[src/rtl/cmd_seq_pkg.sv]
// Shared definitions for the UART command sequencer.
//   seq_state_t : playback FSM states
//   CMD_GO/STOP : well-known command bytes used by the BLE host scripts
package cmd_seq_pkg;

  typedef enum logic [2:0] {
    IDLE      = 3'd0,
    LOAD      = 3'd1,
    SEND      = 3'd2,
    WAIT_DONE = 3'd3,
    DELAY     = 3'd4,
    DRAIN     = 3'd5
  } seq_state_t;

  localparam logic [7:0] CMD_GO   = 8'h67;
  localparam logic [7:0] CMD_STOP = 8'h73;

endpackage

[src/rtl/cmd_seq_table.sv]
// Command table: DEPTH entries of {command byte, post-delay}.
//   clk             : system clock
//   wr_en/wr_addr   : write strobe and address (addresses >= DEPTH are dropped)
//   wr_cmd/wr_dly   : entry contents to store
//   rd_addr         : read address (the sequencer's current index)
//   rd_cmd/rd_dly   : combinational read data
// Contents are deliberately not reset so a script survives a sequencer reset.
module cmd_seq_table
  import cmd_seq_pkg::*;
#(
  parameter int DATA_W = 8,
  parameter int DEPTH  = 16,
  parameter int AW     = $clog2(DEPTH),
  parameter int DLY_W  = 24
) (
  input  logic              clk,
  input  logic              wr_en,
  input  logic [AW-1:0]     wr_addr,
  input  logic [DATA_W-1:0] wr_cmd,
  input  logic [DLY_W-1:0]  wr_dly,
  input  logic [AW-1:0]     rd_addr,
  output logic [DATA_W-1:0] rd_cmd,
  output logic [DLY_W-1:0]  rd_dly
);

  logic [DATA_W-1:0] cmd_mem_r [DEPTH];
  logic [DLY_W-1:0]  dly_mem_r [DEPTH];

  // Single write port; a same-cycle read of the written address still sees old data.
  always_ff @(posedge clk) begin
    if (wr_en && (32'(wr_addr) < DEPTH)) begin
      cmd_mem_r[wr_addr] <= wr_cmd;
      dly_mem_r[wr_addr] <= wr_dly;
    end
  end

  assign rd_cmd = cmd_mem_r[rd_addr];
  assign rd_dly = dly_mem_r[rd_addr];

endmodule

[src/rtl/uart_cmd_sequencer.sv]
// Scripted command-byte sequencer in front of a uart_tx.
//   clk, rst        : clock, asynchronous active-high reset
//   wr_*            : table write port
//   num_entries     : entries to play, sampled on start (clamped to DEPTH)
//   loop_en         : wrap to entry 0 after the last entry (sampled at each wrap)
//   start / abort   : begin playback (IDLE only) / stop playback (abort wins)
//   tx_done         : level from uart_tx, cleared by uart_tx after trmt
//   trmt, tx_data   : transmit request and byte to uart_tx
//   busy            : high in every state except IDLE
//   seq_done        : one-cycle pulse on normal completion
//   cur_idx         : entry currently being played
module uart_cmd_sequencer
  import cmd_seq_pkg::*;
#(
  parameter int DATA_W = 8,
  parameter int DEPTH  = 16,
  parameter int AW     = $clog2(DEPTH),
  parameter int DLY_W  = 24
) (
  input  logic              clk,
  input  logic              rst,
  input  logic              wr_en,
  input  logic [AW-1:0]     wr_addr,
  input  logic [DATA_W-1:0] wr_cmd,
  input  logic [DLY_W-1:0]  wr_dly,
  input  logic [AW:0]       num_entries,
  input  logic              loop_en,
  input  logic              start,
  input  logic              abort,
  input  logic              tx_done,
  output logic              trmt,
  output logic [DATA_W-1:0] tx_data,
  output logic              busy,
  output logic              seq_done,
  output logic [AW-1:0]     cur_idx
);

  localparam logic [AW:0] DEPTH_N = (AW+1)'(DEPTH);

  seq_state_t        state_r, next_state_s;
  logic [AW-1:0]     cur_idx_r;
  logic [AW:0]       num_r;
  logic [DLY_W-1:0]  dly_cnt_r;
  logic [DATA_W-1:0] tx_data_r;
  logic              busy_r, seq_done_r;
  logic              ign_r;       // tx_done still stale this cycle
  logic [DATA_W-1:0] rd_cmd_s;
  logic [DLY_W-1:0]  rd_dly_s;
  logic              last_s, advance_s, done_s;
  seq_state_t        adv_state_s;

  cmd_seq_table #(
    .DATA_W(DATA_W), .DEPTH(DEPTH), .AW(AW), .DLY_W(DLY_W)
  ) u_table (
    .clk     (clk),
    .wr_en   (wr_en),
    .wr_addr (wr_addr),
    .wr_cmd  (wr_cmd),
    .wr_dly  (wr_dly),
    .rd_addr (cur_idx_r),
    .rd_cmd  (rd_cmd_s),
    .rd_dly  (rd_dly_s)
  );

  // Current entry is the last one of this pass.
  assign last_s = (({1'b0, cur_idx_r} + (AW+1)'(1'b1)) == num_r);

  // FSM state register.
  always_ff @(posedge clk or posedge rst) begin
    if (rst) begin
      state_r <= IDLE;
    end else begin
      state_r <= next_state_s;
    end
  end

  // Next-state logic; abort is checked first in every state.
  always_comb begin
    next_state_s = state_r;
    advance_s    = 1'b0;
    done_s       = 1'b0;
    if (last_s && !loop_en) begin
      adv_state_s = IDLE;
    end else begin
      adv_state_s = LOAD;
    end
    case (state_r)
      IDLE: begin
        if (abort) begin
          next_state_s = IDLE;
        end else if (start && (num_entries != '0)) begin
          next_state_s = LOAD;
        end else if (start) begin
          done_s       = 1'b1;
          next_state_s = IDLE;
        end else begin
          next_state_s = IDLE;
        end
      end
      LOAD: begin
        if (abort) begin
          next_state_s = IDLE;
        end else begin
          next_state_s = SEND;
        end
      end
      SEND: begin
        if (abort) begin
          next_state_s = IDLE;
        end else begin
          next_state_s = WAIT_DONE;
        end
      end
      WAIT_DONE: begin
        // The byte already handed to uart_tx is never cancelled.
        if (abort) begin
          next_state_s = DRAIN;
        end else if (!ign_r && tx_done) begin
          if (dly_cnt_r == '0) begin
            advance_s    = 1'b1;
            done_s       = last_s && !loop_en;
            next_state_s = adv_state_s;
          end else begin
            next_state_s = DELAY;
          end
        end else begin
          next_state_s = WAIT_DONE;
        end
      end
      DELAY: begin
        if (abort) begin
          next_state_s = IDLE;
        end else if (dly_cnt_r <= DLY_W'(1'b1)) begin
          advance_s    = 1'b1;
          done_s       = last_s && !loop_en;
          next_state_s = adv_state_s;
        end else begin
          next_state_s = DELAY;
        end
      end
      DRAIN: begin
        if (!ign_r && tx_done) begin
          next_state_s = IDLE;
        end else begin
          next_state_s = DRAIN;
        end
      end
      default: next_state_s = IDLE;
    endcase
  end

  // Transmit request: only in SEND, suppressed by a same-cycle abort.
  always_comb begin
    trmt = 1'b0;
    if ((state_r == SEND) && !abort) begin
      trmt = 1'b1;
    end else begin
      trmt = 1'b0;
    end
  end

  // Datapath: index, sampled entry count, delay counter and registered outputs.
  always_ff @(posedge clk or posedge rst) begin
    if (rst) begin
      cur_idx_r  <= '0;
      num_r      <= '0;
      dly_cnt_r  <= '0;
      tx_data_r  <= '0;
      busy_r     <= 1'b0;
      seq_done_r <= 1'b0;
      ign_r      <= 1'b0;
    end else begin
      busy_r     <= (next_state_s != IDLE);
      seq_done_r <= done_s;
      // First cycle after trmt sees the previous byte's tx_done; an abort in
      // that cycle carries the same blindness into DRAIN.
      ign_r      <= (state_r == SEND) ||
                    ((state_r == WAIT_DONE) && (next_state_s == DRAIN) && ign_r);

      if ((state_r == IDLE) && (next_state_s == LOAD)) begin
        cur_idx_r <= '0;
        num_r     <= (num_entries > DEPTH_N) ? DEPTH_N : num_entries;
      end else if (advance_s) begin
        cur_idx_r <= last_s ? '0 : (cur_idx_r + AW'(1'b1));
      end

      if ((state_r == LOAD) && (next_state_s == SEND)) begin
        tx_data_r <= rd_cmd_s;
        dly_cnt_r <= rd_dly_s;
      end else if ((state_r == DELAY) && (dly_cnt_r != '0)) begin
        dly_cnt_r <= dly_cnt_r - DLY_W'(1'b1);
      end
    end
  end

  assign tx_data  = tx_data_r;
  assign busy     = busy_r;
  assign seq_done = seq_done_r;
  assign cur_idx  = cur_idx_r;

endmodule

[config.mk]
export PLATFORM = sky130hd
export DESIGN_NAME = uart_cmd_sequencer
export DESIGN_NICKNAME = d
export VERILOG_FILES = /design/src/rtl/cmd_seq_pkg.sv /design/src/rtl/cmd_seq_table.sv /design/src/rtl/uart_cmd_sequencer.sv
export SDC_FILE = /design/constraint.sdc
export NUM_CORES = 1
export LEC_CHECK = 0
export CAP_MARGIN = 40
export CORE_ASPECT_RATIO = 1.2
export CORE_MARGIN = 5
export CORE_UTILIZATION = 50
export CTS_CLUSTER_SIZE = 12
export DETAILED_ROUTE_END_ITERATION = 12
export PLACE_DENSITY_LB_ADDON = 0.05
export SYNTH_ARGS = -nofsm -noshare
export SYNTH_HDL_FRONTEND = slang
export SYNTH_SLANG_ARGS = --single-unit
[constraint.sdc]
create_clock -name clk -period 4.05 [get_ports clk]
set_clock_uncertainty 0.05 [all_clocks]
set_input_delay 0.81 -clock clk [delete_from_list [all_inputs] [get_ports clk]]
set_output_delay 0.81 -clock clk [all_outputs]
set_load 0.02 [all_outputs]
==> reports/results.txt, run 1 <==
dpl hpwl = 28.1 mm
Hold-fix buffers, CTS = 0
CP Capture Type = output pin
hold-critical path depth = 2
FF-to-FF Start = dly_cnt_r[4]
Top delay family on crit path = buffers and inverters
Post-Route WL = 48.8 mm
top post-synthesis cells by area = edfxtp_1 70%, mux4_2 13%, dfrtp_1 5.3%
Critical Path AT = 2380 ps
RSZ-0062 raised after global routing = false
Max Slew Vio Count = 0
Final Util = 58.1%
peak supply drop = 0.377 mV
TritonRoute pass-1 iters = 5
max_cap viols = 0
Largest stage delay, worst path = 870 ps
Synth cell types = 63
Avg Synthesized Cell Area = 20.4 µm²
Die W = 201 µm
Required @ worst endpoint = 3190 ps
headroom to the max-slew limit = 40.4%
filler cell count = 3274
worst r2r path cells = 6
outcome = finished, final reports clean
post-synthesis register bit count = 559
Syn Inst Count = 1080
Ys Warns = 0
residual DRC count = 0
vias in the first global route = 11300
post-route antenna net violation count = 0
total grt overflow = 0
clock root cell = clkbuf_16
GR Util All Layers = 20.6%
Worst Path Max Fanout = 29
EDFF count, synth = 512
initial core utilization = 50.3%
Crit. path cell count = 2
row cnt = 84
Setup Fix Bufs, Post-CTS = 0
critical path class = flip-flop to output pin
CP cell instances = buf_12 > clkdlybuf4s50_1
CTS tree = done
Final nets = 1237
wire per inst = 27.3 µm
num ports = 63
ratio of final minimum period to clock period = 80.1%
core area = 43700 µm²
most frequent cells in the layout = 512 x edfxtp_1, 129 x mux4_2, 62 x clkdlybuf4s50_1
clock-pin slew on the worst setup and hold paths = 60 ps
Skew-Pair Late Insertion Delay = 610 ps
setup slack, reg-to-reg = 1160 ps
H-tree level count = 2
slowest CP cell = dfrtp_4
ys flop type = edfxtp_1
register area share after synthesis = 75.2%
Synth async-reset ratio = 8.41%
Hold Path Class = flip-flop to flip-flop
PortBufs = 62
RR Endpoint = dly_cnt_r[6]
final setup fails = 0
antenna violations before repair = 1
Max Fclk = 0.308 GHz
setup_tns = 0 ps
clk sinks = 559
detailed-route via count = 10900
Design Power = 12.8 mW
placed cells = 1686
Via density = 6.12
leading cell type in the layout, fill and taps excluded = edfxtp_1
Num CTS Buffers = 56
cell type with the highest aggregate area in the netlist = edfxtp_1
CTS max path bufs = 3
Routability Congestion = 0.777
Min Hold Slack = 461 ps
largest net degree at the start of global routing = 50
drt initial violations = 814
Synth Net Count = 1132
Non-Filler Instances = 1786
Post-CTS Resized = 0
Final Hold Fails = 0
crit path time final = 3240 ps
die area = 48300 µm²
first-pass GRT wire length = 73.7 mm
area grow syn2layout = 15.5%
Leak Pwr = 7.89 nW
P per Cell Area = 505 nW/µm²
share of the synthesized area in the top cell type = 69.9%
Buffers & Inverters on Critical Path = 2
Vert. Die Dim = 240 µm
Worst setup SP type = flip-flop
sink of the worst hold path = num_r[0]
Synth Cell Area = 22000 µm²
Worst-Margin Slew = 889 ps
share of layout cells above drive strength 1 = 24.1%
Worst Hold Launch = num_r[0]
-- metal layers --
metal | wire (µm) | vias to the layer above | global-route usage (%)
met3 | 2590 | 65 | 3.20
met1 | 20800 | 5800 | 29.1
met4 | 1090 | 0 | 6.17
met2 | 24300 | 281 | 33.9
li1 | - | 4778 | -
met5 | 0 | - | 0
-- flip-flops by register name, indices dropped and copies added (netlist names) --
name               count
u_table.dly_mem_r    384
num_r                  5
u_table.cmd_mem_r    128
dly_cnt_r             24
state_r                3
busy                   1
ign_r                  1
tx_data                8
seq_done               1
cur_idx                4
-- report_power, final --
part	switching, mW	internal [mW]	leakage, nW
combinational	0.574	0.456	1.85
sequential	0.258	6.61	5.20
clock	2.07	2.88	0.848
total	2.90	9.94	7.89
-- Yosys cell counts, types with 5 or more instances --
library cell	instances
edfxtp_1	512
nand2_1	20
nor4_1	8
nor3_1	23
inv_1	8
a221o_1	10
dfrtp_1	47
a31oi_1	7
buf_2	12
mux2_2	12
nand2b_1	14
nor2_1	28
or4_1	9
mux4_2	129
o21ai_0	16
o211ai_1	14
clkbuf_1	27
a22o_1	12
o31ai_1	5
buf_1	19
a22oi_1	22
nand3_1	9
and3_1	10
mux2i_1	15
or3_1	6
a221oi_1	5
-- metrics by stage --
| step | cell area [µm²] | setup WS, ps |
|---|---|---|
| floorplan | 22000 | 10.4 |
| global placement | 23600 | 850 |
| detailed placement | 23700 | 834 |
| CTS | 25400 | 703 |
| global route | 25400 | 623 |
| finish | 25400 | 806 |
-- final cells by class --
type	instances	area [µm²]	share of cell area (%)
Timing Repair Buffer	106	1070	4.20
Clock inverter	8	104	0.409
Inverter	8	30.0	0.118
Tap cell	559	699	2.75
Sequential cell	559	16600	65.2
Multi-Input combinational cell	454	5300	20.9
Clock buffer	91	1650	6.48
Antenna cell	1	2.50	0.00985
-- how the worst max path moves through the flow --
stage,start,end,slack [ps]
after floorplan,wr_addr[3],u_table.cmd_mem_r[0][0],10
after global routing,cur_idx[0],cur_idx[0],620
after detailed placement,wr_en,u_table.dly_mem_r[3][4],830
after global placement,wr_en,u_table.dly_mem_r[3][2],850
final,cur_idx[0],cur_idx[0],810
after CTS,cur_idx[0],cur_idx[0],700
-- cells by family (layout without fill, tap and decap cells) --
group	count (synthesis)	count (layout)	synth area share, %
AOI/OAI and AO/OA	127	127	4.36
xor gates and xnor gates	7	7	0.279
adders and majority gates	4	4	0.227
buffers and inverters	67	213	1.25
DFF	559	559	75.2
muxes	156	156	14.5
other	0	1	0
and+or+nand+nor	160	160	4.16
-- tightest hold or removal path: cells and delay by family (launching register included) --
family	cells	cell delay, ps
flops	1	360
simple gates	1	50
compound gates	1	70
(Power assumes the default switching activity.)
==> inputs of run 2 (changes only) <==
==> constraint.sdc (replaced) <==
create_clock -name clk -period 2.8 [get_ports clk]
set_clock_uncertainty 0.05 [all_clocks]
set_input_delay 0.56 -clock clk [delete_from_list [all_inputs] [get_ports clk]]
set_output_delay 0.56 -clock clk [all_outputs]
set_load 0.02 [all_outputs]
==> reports/results.txt, run 2 (same netlist as run 1, synthesis figures left out) <==
outcome = finished, final reports clean
Worst Path Max Fanout = 14
row cnt = 84
Critical Path AT = 2060 ps
RSZ-0062 raised after global routing = false
Die W = 201 µm
Design Power = 18.2 mW
CP Capture Type = output pin
headroom to the max-slew limit = 45.4%
core area = 43700 µm²
Routability Congestion = 0.806
area grow syn2layout = 16.3%
Vert. Die Dim = 240 µm
peak supply drop = 0.547 mV
wire per inst = 27.2 µm
Num CTS Buffers = 55
residual DRC count = 0
final setup fails = 0
GR Util All Layers = 20.4%
Max Fclk = 0.375 GHz
placed cells = 1700
Final Hold Fails = 0
Required @ worst endpoint = 2190 ps
H-tree level count = 2
Skew-Pair Late Insertion Delay = 590 ps
P per Cell Area = 709 nW/µm²
biggest regs = u_table.dly_mem_r (384), u_table.cmd_mem_r (128), dly_cnt_r (24)
Leak Pwr = 7.95 nW
Hold-fix buffers, CTS = 0
Non-Filler Instances = 1795
ratio of final minimum period to clock period = 95.2%
Hold Path Class = primary input to asynchronous set/reset pin
detailed-route via count = 10900
crit path time final = 2670 ps
antenna violations before repair = 0
pre-CTS WS = 173 ps
share of layout cells above drive strength 1 = 24.6%
post-route antenna net violation count = 0
clk sinks = 559
Worst setup SP type = flip-flop
clock root cell = clkbuf_16
setup ws final = 134 ps
max_cap viols = 0
largest net degree at the start of global routing = 73
PortBufs = 62
dpl hpwl = 28.5 mm
critical path class = flip-flop to output pin
largest register by flop count = u_table.dly_mem_r
Final nets = 1250
setup_tns = 0 ps
most frequent cells in the layout = 512 x edfxtp_1, 129 x mux4_2, 62 x clkdlybuf4s50_1
die area = 48300 µm²
initial core utilization = 50.3%
Post-Route WL = 48.9 mm
vias in the first global route = 11400
CTS max path bufs = 3
CTS tree = done
num ports = 63
drt initial violations = 765
Worst-Margin Slew = 818 ps
Max Slew Vio Count = 0
clock-pin slew on the worst setup and hold paths = 60 ps
total grt overflow = 0
Via density = 6.09
TritonRoute pass-1 iters = 5
antenna diode count = 0
first-pass GRT wire length = 73.6 mm
max FFs per register = 384
Setup Fix Bufs, Post-CTS = 0
leading cell type in the layout, fill and taps excluded = edfxtp_1
run 2: changes by cell type in the layout (fill, tap and decap cells not counted), sizes merged:
cell | before | now
inv | 8 | 11
clkinv | 6 | 10
bufinv | 2 | 0
diode | 1 | 0
clkbuf | 91 | 82
buf | 44 | 58
run 2: worst max-delay path, cell delays in order, from the launching register on:
cell and delay, ps:
dfrtp_1 530, nor4b_2 320, clkdlybuf4s50_1 640
run 2: what timing repair did:
action                                 4_1_cts  5_1_grt
resized for setup                            0        1
endpoints found under the hold margin        0        0
setup endpoints to repair                    0        1
run 2: per-layer routing:
metal	vias to the layer above	part of all wire, %	routed length, µm	global-route usage [%]
li1	4797	-	-	-
met4	0	1.5	749	4.12
met1	5840	43	21000	28.2
met2	233	52	25300	35.6
met3	55	3.8	1850	2.48
met5	-	0	0	0
run 2: worst paths after layout:
| kind | from | slack, ps | cells past startpoint | end |
|---|---|---|---|---|
| max | state_r[0] | 130 | 2 | trmt |
| max reg2reg | dly_cnt_r[16] | 260 | 5 | cur_idx[2] |
| min in group clk | num_r[3] | 460 | 2 | num_r[3] |
| max in group asynchronous | rst | 1760 | 3 | dly_cnt_r[22] |
| min | rst | 250 | 2 | cur_idx[1] |
| min reg2reg | num_r[3] | 460 | 2 | num_r[3] |
run 2: final cells by class:
class / instances / area [µm²]
inverters: 8 / 30.0
flip-flops and latches: 559 / 16600
clock buffers: 82 / 1530
repair buffers: 120 / 1380
multi-input cells: 454 / 5330
clock inverters: 13 / 67.6
fillers: 3251 / 18100
well taps: 559 / 699
run 2: per-stage QoR:
step | hold slack, ps | cell area [µm²] | utilization [%]
6_report | 255 | 25600 | 58.5
5_1_grt | 284 | 25600 | 58.5
4_1_cts | 252 | 25600 | 58.5
3_5_place_dp | 445 | 24000 | 54.9
3_3_place_gp | 445 | 24000 | 54.9
2_1_floorplan | 411 | 22000 | -
run 2: where the power goes:
group	switching [mW]	internal (mW)
combinational	0.848	0.711
sequential	0.387	9.55
clock	2.92	3.74
